===== config.mk =====
export PLATFORM = sky130hd
export DESIGN_NAME = modul_food_ctrl
export DESIGN_NICKNAME = d
export VERILOG_FILES = /design/src/rtl/snake_pkg.sv /design/src/rtl/modul_food_timer.sv /design/src/rtl/modul_food_ctrl.sv
export SDC_FILE = /design/constraint.sdc
export NUM_CORES = 1
export LEC_CHECK = 0
export CORE_MARGIN = 8
export CORE_UTILIZATION = 40
export DETAILED_ROUTE_END_ITERATION = 10
export GPL_TIMING_DRIVEN = 0
export PLACE_DENSITY = 0.68
export SETUP_SLACK_MARGIN = 0.2
export SYNTH_ARGS = -nofsm -noshare
export SYNTH_HDL_FRONTEND = slang
export SYNTH_SLANG_ARGS = --single-unit

===== constraint.sdc =====
create_clock -name VGA_clk -period 2.73 [get_ports VGA_clk]
set_input_delay 0.4095 -clock VGA_clk [delete_from_list [all_inputs] [get_ports VGA_clk]]
set_output_delay 0.4095 -clock VGA_clk [all_outputs]
set_load 0.03 [all_outputs]

===== src/rtl/snake_pkg.sv =====
// Shared definitions for the snake game food placement logic:
// coordinate widths, default fallback cell, board bounds and FSM encoding.
package snake_pkg;

   localparam int X_W     = 10;
   localparam int Y_W     = 9;
   localparam int TIMER_W = 4;
   localparam int TRIES_W = 4;

   localparam logic [X_W-1:0] FALLBACK_X_DEF = 10'd320;
   localparam logic [Y_W-1:0] FALLBACK_Y_DEF = 9'd240;

   localparam int BOARD_X_MIN = 20;
   localparam int BOARD_X_MAX = 620;
   localparam int BOARD_Y_MIN = 20;
   localparam int BOARD_Y_MAX = 460;

   typedef enum logic [1:0] {
      ST_IDLE,
      ST_SETTLE,
      ST_QUERY
   } food_state_t;

endpackage


===== src/rtl/modul_food_timer.sv =====
// Loadable 4-bit down-counter shared by the settle and ack-timeout phases.
// Load has priority over enable; the count holds once it reaches zero.
module modul_food_timer
   import snake_pkg::*;
(
   input  logic               VGA_clk,
   input  logic               reset,
   input  logic               load,
   input  logic [TIMER_W-1:0] load_val,
   input  logic               enable,
   output logic               zero
);

   logic [TIMER_W-1:0] count;

   always_ff @(posedge VGA_clk or posedge reset) begin
      if (reset) begin
         count <= '0;
      end else if (load) begin
         count <= load_val;
      end else if (enable && (count != '0)) begin
         count <= count - 1'b1;
      end
   end

   assign zero = (count == '0);

endmodule


===== src/rtl/modul_food_ctrl.sv =====
// Food placement sequencer: waits for the random source to advance, queries the
// snake-body checker, retries on collision and falls back to a fixed cell.
module modul_food_ctrl
   import snake_pkg::*;
#(
   parameter int unsigned      MAX_TRIES     = 8,
   parameter int unsigned      SETTLE_CYCLES = 3,
   parameter int unsigned      ACK_TIMEOUT   = 15,
   parameter logic [X_W-1:0]   FALLBACK_X    = FALLBACK_X_DEF,
   parameter logic [Y_W-1:0]   FALLBACK_Y    = FALLBACK_Y_DEF
)
(
   input  logic           VGA_clk,
   input  logic           reset,
   input  logic           game_start,
   input  logic           food_eaten,
   input  logic [X_W-1:0] random_x,
   input  logic [Y_W-1:0] random_y,
   output logic           chk_req,
   output logic [X_W-1:0] chk_x,
   output logic [Y_W-1:0] chk_y,
   input  logic           chk_ack,
   input  logic           chk_hit,
   output logic [X_W-1:0] food_x,
   output logic [Y_W-1:0] food_y,
   output logic           food_valid,
   output logic           busy,
   output logic           fallback_used,
   output logic [7:0]     placed_cnt
);

   localparam logic [TIMER_W-1:0] SETTLE_LOAD = TIMER_W'(SETTLE_CYCLES - 1);
   localparam logic [TIMER_W-1:0] ACK_LOAD    = TIMER_W'(ACK_TIMEOUT - 1);
   localparam logic [TRIES_W-1:0] TRIES_MAX   = TRIES_W'(MAX_TRIES);

   food_state_t        state, state_d;
   logic [TRIES_W-1:0] tries, tries_d, tries_inc;
   logic               chk_req_d;
   logic [X_W-1:0]     chk_x_d, food_x_d;
   logic [Y_W-1:0]     chk_y_d, food_y_d;
   logic               food_valid_d, busy_d, fallback_d;
   logic [7:0]         placed_d;
   logic               timer_load, timer_en, timer_zero;
   logic [TIMER_W-1:0] timer_val;
   logic               start;

   modul_food_timer u_timer (
      .VGA_clk  (VGA_clk),
      .reset    (reset),
      .load     (timer_load),
      .load_val (timer_val),
      .enable   (timer_en),
      .zero     (timer_zero)
   );

   // food_eaten only counts when idle; game_start restarts from any state
   assign start     = game_start | (food_eaten & (state == ST_IDLE));
   assign tries_inc = tries + 1'b1;

   always_ff @(posedge VGA_clk or posedge reset) begin
      if (reset) begin
         state         <= ST_IDLE;
         tries         <= '0;
         chk_req       <= 1'b0;
         chk_x         <= '0;
         chk_y         <= '0;
         food_x        <= FALLBACK_X;
         food_y        <= FALLBACK_Y;
         food_valid    <= 1'b0;
         busy          <= 1'b0;
         fallback_used <= 1'b0;
         placed_cnt    <= '0;
      end else begin
         state         <= state_d;
         tries         <= tries_d;
         chk_req       <= chk_req_d;
         chk_x         <= chk_x_d;
         chk_y         <= chk_y_d;
         food_x        <= food_x_d;
         food_y        <= food_y_d;
         food_valid    <= food_valid_d;
         busy          <= busy_d;
         fallback_used <= fallback_d;
         placed_cnt    <= placed_d;
      end
   end

   always_comb begin
      state_d      = state;
      tries_d      = tries;
      chk_req_d    = chk_req;
      chk_x_d      = chk_x;
      chk_y_d      = chk_y;
      food_x_d     = food_x;
      food_y_d     = food_y;
      food_valid_d = food_valid;
      busy_d       = busy;
      fallback_d   = fallback_used;
      placed_d     = placed_cnt;
      timer_load   = 1'b0;
      timer_val    = SETTLE_LOAD;
      timer_en     = 1'b0;

      if (start) begin
         state_d      = ST_SETTLE;
         tries_d      = '0;
         chk_req_d    = 1'b0;
         food_valid_d = 1'b0;
         busy_d       = 1'b1;
         timer_load   = 1'b1;
         timer_val    = SETTLE_LOAD;
      end else begin
         case (state)
            ST_SETTLE: begin
               if (timer_zero) begin
                  chk_x_d    = random_x;
                  chk_y_d    = random_y;
                  chk_req_d  = 1'b1;
                  timer_load = 1'b1;
                  timer_val  = ACK_LOAD;
                  state_d    = ST_QUERY;
               end else begin
                  timer_en = 1'b1;
               end
            end

            ST_QUERY: begin
               if (chk_ack && !chk_hit) begin
                  chk_req_d    = 1'b0;
                  food_x_d     = chk_x;
                  food_y_d     = chk_y;
                  food_valid_d = 1'b1;
                  fallback_d   = 1'b0;
                  placed_d     = placed_cnt + 8'd1;
                  busy_d       = 1'b0;
                  state_d      = ST_IDLE;
               end else if (chk_ack || timer_zero) begin
                  // a timeout is treated exactly like an occupied cell
                  chk_req_d = 1'b0;
                  tries_d   = tries_inc;
                  if (tries_inc == TRIES_MAX) begin
                     food_x_d     = FALLBACK_X;
                     food_y_d     = FALLBACK_Y;
                     food_valid_d = 1'b1;
                     fallback_d   = 1'b1;
                     placed_d     = placed_cnt + 8'd1;
                     busy_d       = 1'b0;
                     state_d      = ST_IDLE;
                  end else begin
                     timer_load = 1'b1;
                     timer_val  = SETTLE_LOAD;
                     state_d    = ST_SETTLE;
                  end
               end else begin
                  timer_en = 1'b1;
               end
            end

            default: ;
         endcase
      end
   end

endmodule


==> summary.md <==
| Metric | Value |
|---|---|
| # IOs | `75` |
| Seq/Total Area, Yosys | `53.6%` |
| Gate Count Post-Synth | `225` |
| Setup TNS | `0 ps` |
| TritonCTS Buffers | `9` |
| Number of global-route vias before repair | `2121` |
| H-tree depth | `3` |
| Final Cell Area | `slightly below 0.004 mm²` |
| Setup Skew | `7.71 ps` |
| RSZ-0062 raised after global routing | `false` |
| Final hold vios | `0` |
| PortBufs | `74` |
| Final Power | `0.00372 W` |
| CTS sink cnt | `59` |
| CTS tree | `done` |
| Delay-heaviest family, CP | `compound AO/OA/AOI/OAI gates` |
| Synth unique cells | `49` |
| Post-Route WL | `6.65 mm` |
| Root Driver | `clkbuf_8` |
| Min Tclk post-route | `2210 ps` |
| Mean routed wirelength per cell | `16.8 µm` |
| Core area | `0.00676 mm²` |
| Yosys warns | `0` |
| Crit path DAT | `between 2000 and 2500 ps` |
| Synth area leader | `dfrtp_1` |
| GR Util All Layers | `14.3%` |
| Data required time of the worst path | `between 2000 and 3000 ps` |
| R2R cell count | `6` |
| Violation count after the first detailed-route iteration | `86` |
| CP bufs+invs | `1` |
| Clk slew on worst S/H paths | `70 ps` |
| Final layout net count | `343` |
| Initial Util | `41.0%` |
| Largest net degree at the start of global routing | `38` |
| Max Cap Violations | `0` |
| Final period util | `81.1%` |
| FFs w/ async S/R, synth | `100%` |
| Antenna viol nets, final | `0` |
| Crit end category | `register` |
| CP Cell Sequence | `inv_1, ha_1, a21oi_2, nand2_2, a21oi_4, mux2_4` |
| FF-to-FF End | `placed_cnt[1]$_DFFE_PP0P_` |
| # setup viols final | `0` |
| Skew-Pair Late Insertion Delay | `330 ps` |
| Row cnt | `30` |
| Slew Viols, Final | `0` |
| Vias/cell | `between 5 and 6` |
| CP Class | `reg -> reg` |
| Primary FF master, synth | `dfrtp_1` |
| HPWL after DPL | `4.84 mm` |
| Slowest CP cell | `dfrtp_1` |
| VDD IR-drop max | `0.674 mV` |
| Crit path max fanout | `9` |
| Global route overflow | `0` |
| P&R area growth vs syn | `40.2%` |
| Initial antenna violation count | `0` |
| Synthesized net count | `257` |
| Cell area after synthesis | `0.00277 mm²` |
| Vias | `roughly 2100` |
| Worst r2r src | `chk_req$_DFFE_PP0P_` |
| Run status | `finished clean` |
| GPL Wtd Cong | `between 0.8 and 0.9` |
| #FFs+latches synth | `59` |
| Die ar. | `0.00984 mm²` |
| Placed inst area | `0.00363 mm²` |
| Chip height | `99.2 µm` |
| Max Root-Sink Buffers | `2` |
| Die W | `99.2 µm` |
| P_leak | `1.73 nW` |
| First-pass GRT wire length | `11.0 mm` |
| ANT cells | `0` |
| Finished Core Util | `57.4%` |
| Worst Hold Class | `in -> async` |
| Critical path startpoint category | `register` |
| CP max stage delay | `430 ps` |
| Avg Inst Size Synth | `12.3 µm²` |
| R2r setup slk | `520 ps` |
| FMAX | `452 MHz` |
| Drt first pass iters | `4` |
| # hold bufs at CTS | `0` |
| Top-count cell post-synth | `dfrtp_1` |
| Number of synthesized flops with an enable pin | `0` |
| Top cells by count, synth | `dfrtp_1, mux2_2, inv_1, nor2_1, a22o_1` |
| Post-CTS setup buffer count | `0` |
| Max-slew headroom | `54.4%` |
| DRC viols | `0` |
| Synth area leaders | `dfrtp_1, mux2_2, dfstp_2, a22o_1, ha_1` |
| PwrDens | `~960 mW/mm²` |
| Fraction of layout cells with a size suffix above 1 | `between 20% and 30%` |
| Yosys top cell area share | `47.9%` |
| Worst slew pin tran | `between 600 and 700 ps` |
-- flip-flops by register name, indices dropped and copies added (netlist names), 4 cells and up --
signal / count
chk_x: 10
chk_y: 9
tries: 4
food_y: 9
u_timer.count: 4
food_x: 10
placed_cnt: 8
-- cell usage in the layout (no fill, tap or decap), types with 6 or more instances in the layout --
cell	n
a21oi_1	6
a22o_1	13
clkbuf_8	10
clkdlybuf4s50_1	74
dfrtp_1	53
dfstp_2	6
ha_1	7
inv_1	14
mux2_2	19
mux2i_1	7
nand2_1	9
nand3_1	6
nor2_1	15
o21ai_0	6
xor2_1	8
-- how the worst max path moves through the flow --
stage / startpoint / endpoint / slack (ps) / cells past startpoint
6_report: chk_req$_DFFE_PP0P_ / placed_cnt[1]$_DFFE_PP0P_ / 520 / 6
5_1_grt: chk_req$_DFFE_PP0P_ / food_y[2]$_DFFE_PP0P_ / 410 / 7
3_5_place_dp: food_eaten / placed_cnt[1]$_DFFE_PP0P_ / 130 / 5
2_1_floorplan: chk_req$_DFFE_PP0P_ / placed_cnt[1]$_DFFE_PP0P_ / 580 / 6
3_3_place_gp: reset / tries[1]$_DFFE_PP0P_ / -240 / 2
4_1_cts: chk_req$_DFFE_PP0P_ / placed_cnt[1]$_DFFE_PP0P_ / 290 / 6
-- cells by family (layout without fill, tap and decap cells) --
| group | Yosys count | count (layout) | synth area share (%) |
|---|---|---|---|
| flops | 59 | 59 | 53.6 |
| fa+ha+maj | 7 | 7 | 3.16 |
| mux | 27 | 27 | 10.8 |
| xor+xnor | 11 | 11 | 3.48 |
| simple gates | 51 | 51 | 10.1 |
| compound gates | 48 | 48 | 15.1 |
| buf+inv | 22 | 113 | 3.71 |
-- where the power goes --
part | internal, W | switching [W]
clock network | 0.000633 | 0.000355
logic | 0.000647 | 0.000797
registers | 0.00111 | 0.000179
total | 0.00239 | 0.00133
-- worst reg2reg max path: stages (launching register included) --
cell,delay (ps)
dfrtp_1,430
inv_1,90
ha_1,230
a21oi_2,390
nand2_2,260
a21oi_4,370
mux2_4,340
-- per-layer routing --
metal | track usage, % | vias up | share of wire [%]
met5 | 0 | - | 0
li1 | - | 975 | -
met4 | 8.03 | 0 | 2.7
met1 | 16.7 | 1009 | 44
met2 | 22.0 | 55 | 47
met3 | 5.38 | 12 | 5.8
-- final cells by class --
type                    instances  area (µm²)
flip-flops and latches         59        1480
well taps                      80         100
multi-input cells             144        1180
plain buffers                   7        46.3
repair buffers                 75         761
clock inverters                 6         111
inverters                      15        56.3
fillers                       584        2880
clock buffers                  10         138
-- metrics by stage --
| step | hold slack (ps) | instances | worst slack (ps) |
|---|---|---|---|
| floorplan | 491 | 225 | 578 |
| global placement | 451 | 379 | -244 |
| detailed placement | 461 | 380 | 128 |
| CTS | 426 | 396 | 288 |
| global route | 465 | 396 | 408 |
| finish | 426 | 396 | 517 |
-- timing repair --
action                                 in CTS  in global routing
resized for setup                           0                  1
endpoints found under the hold margin       0                  0
setup endpoints to repair                   0                 11
(Power assumes the default switching activity.)
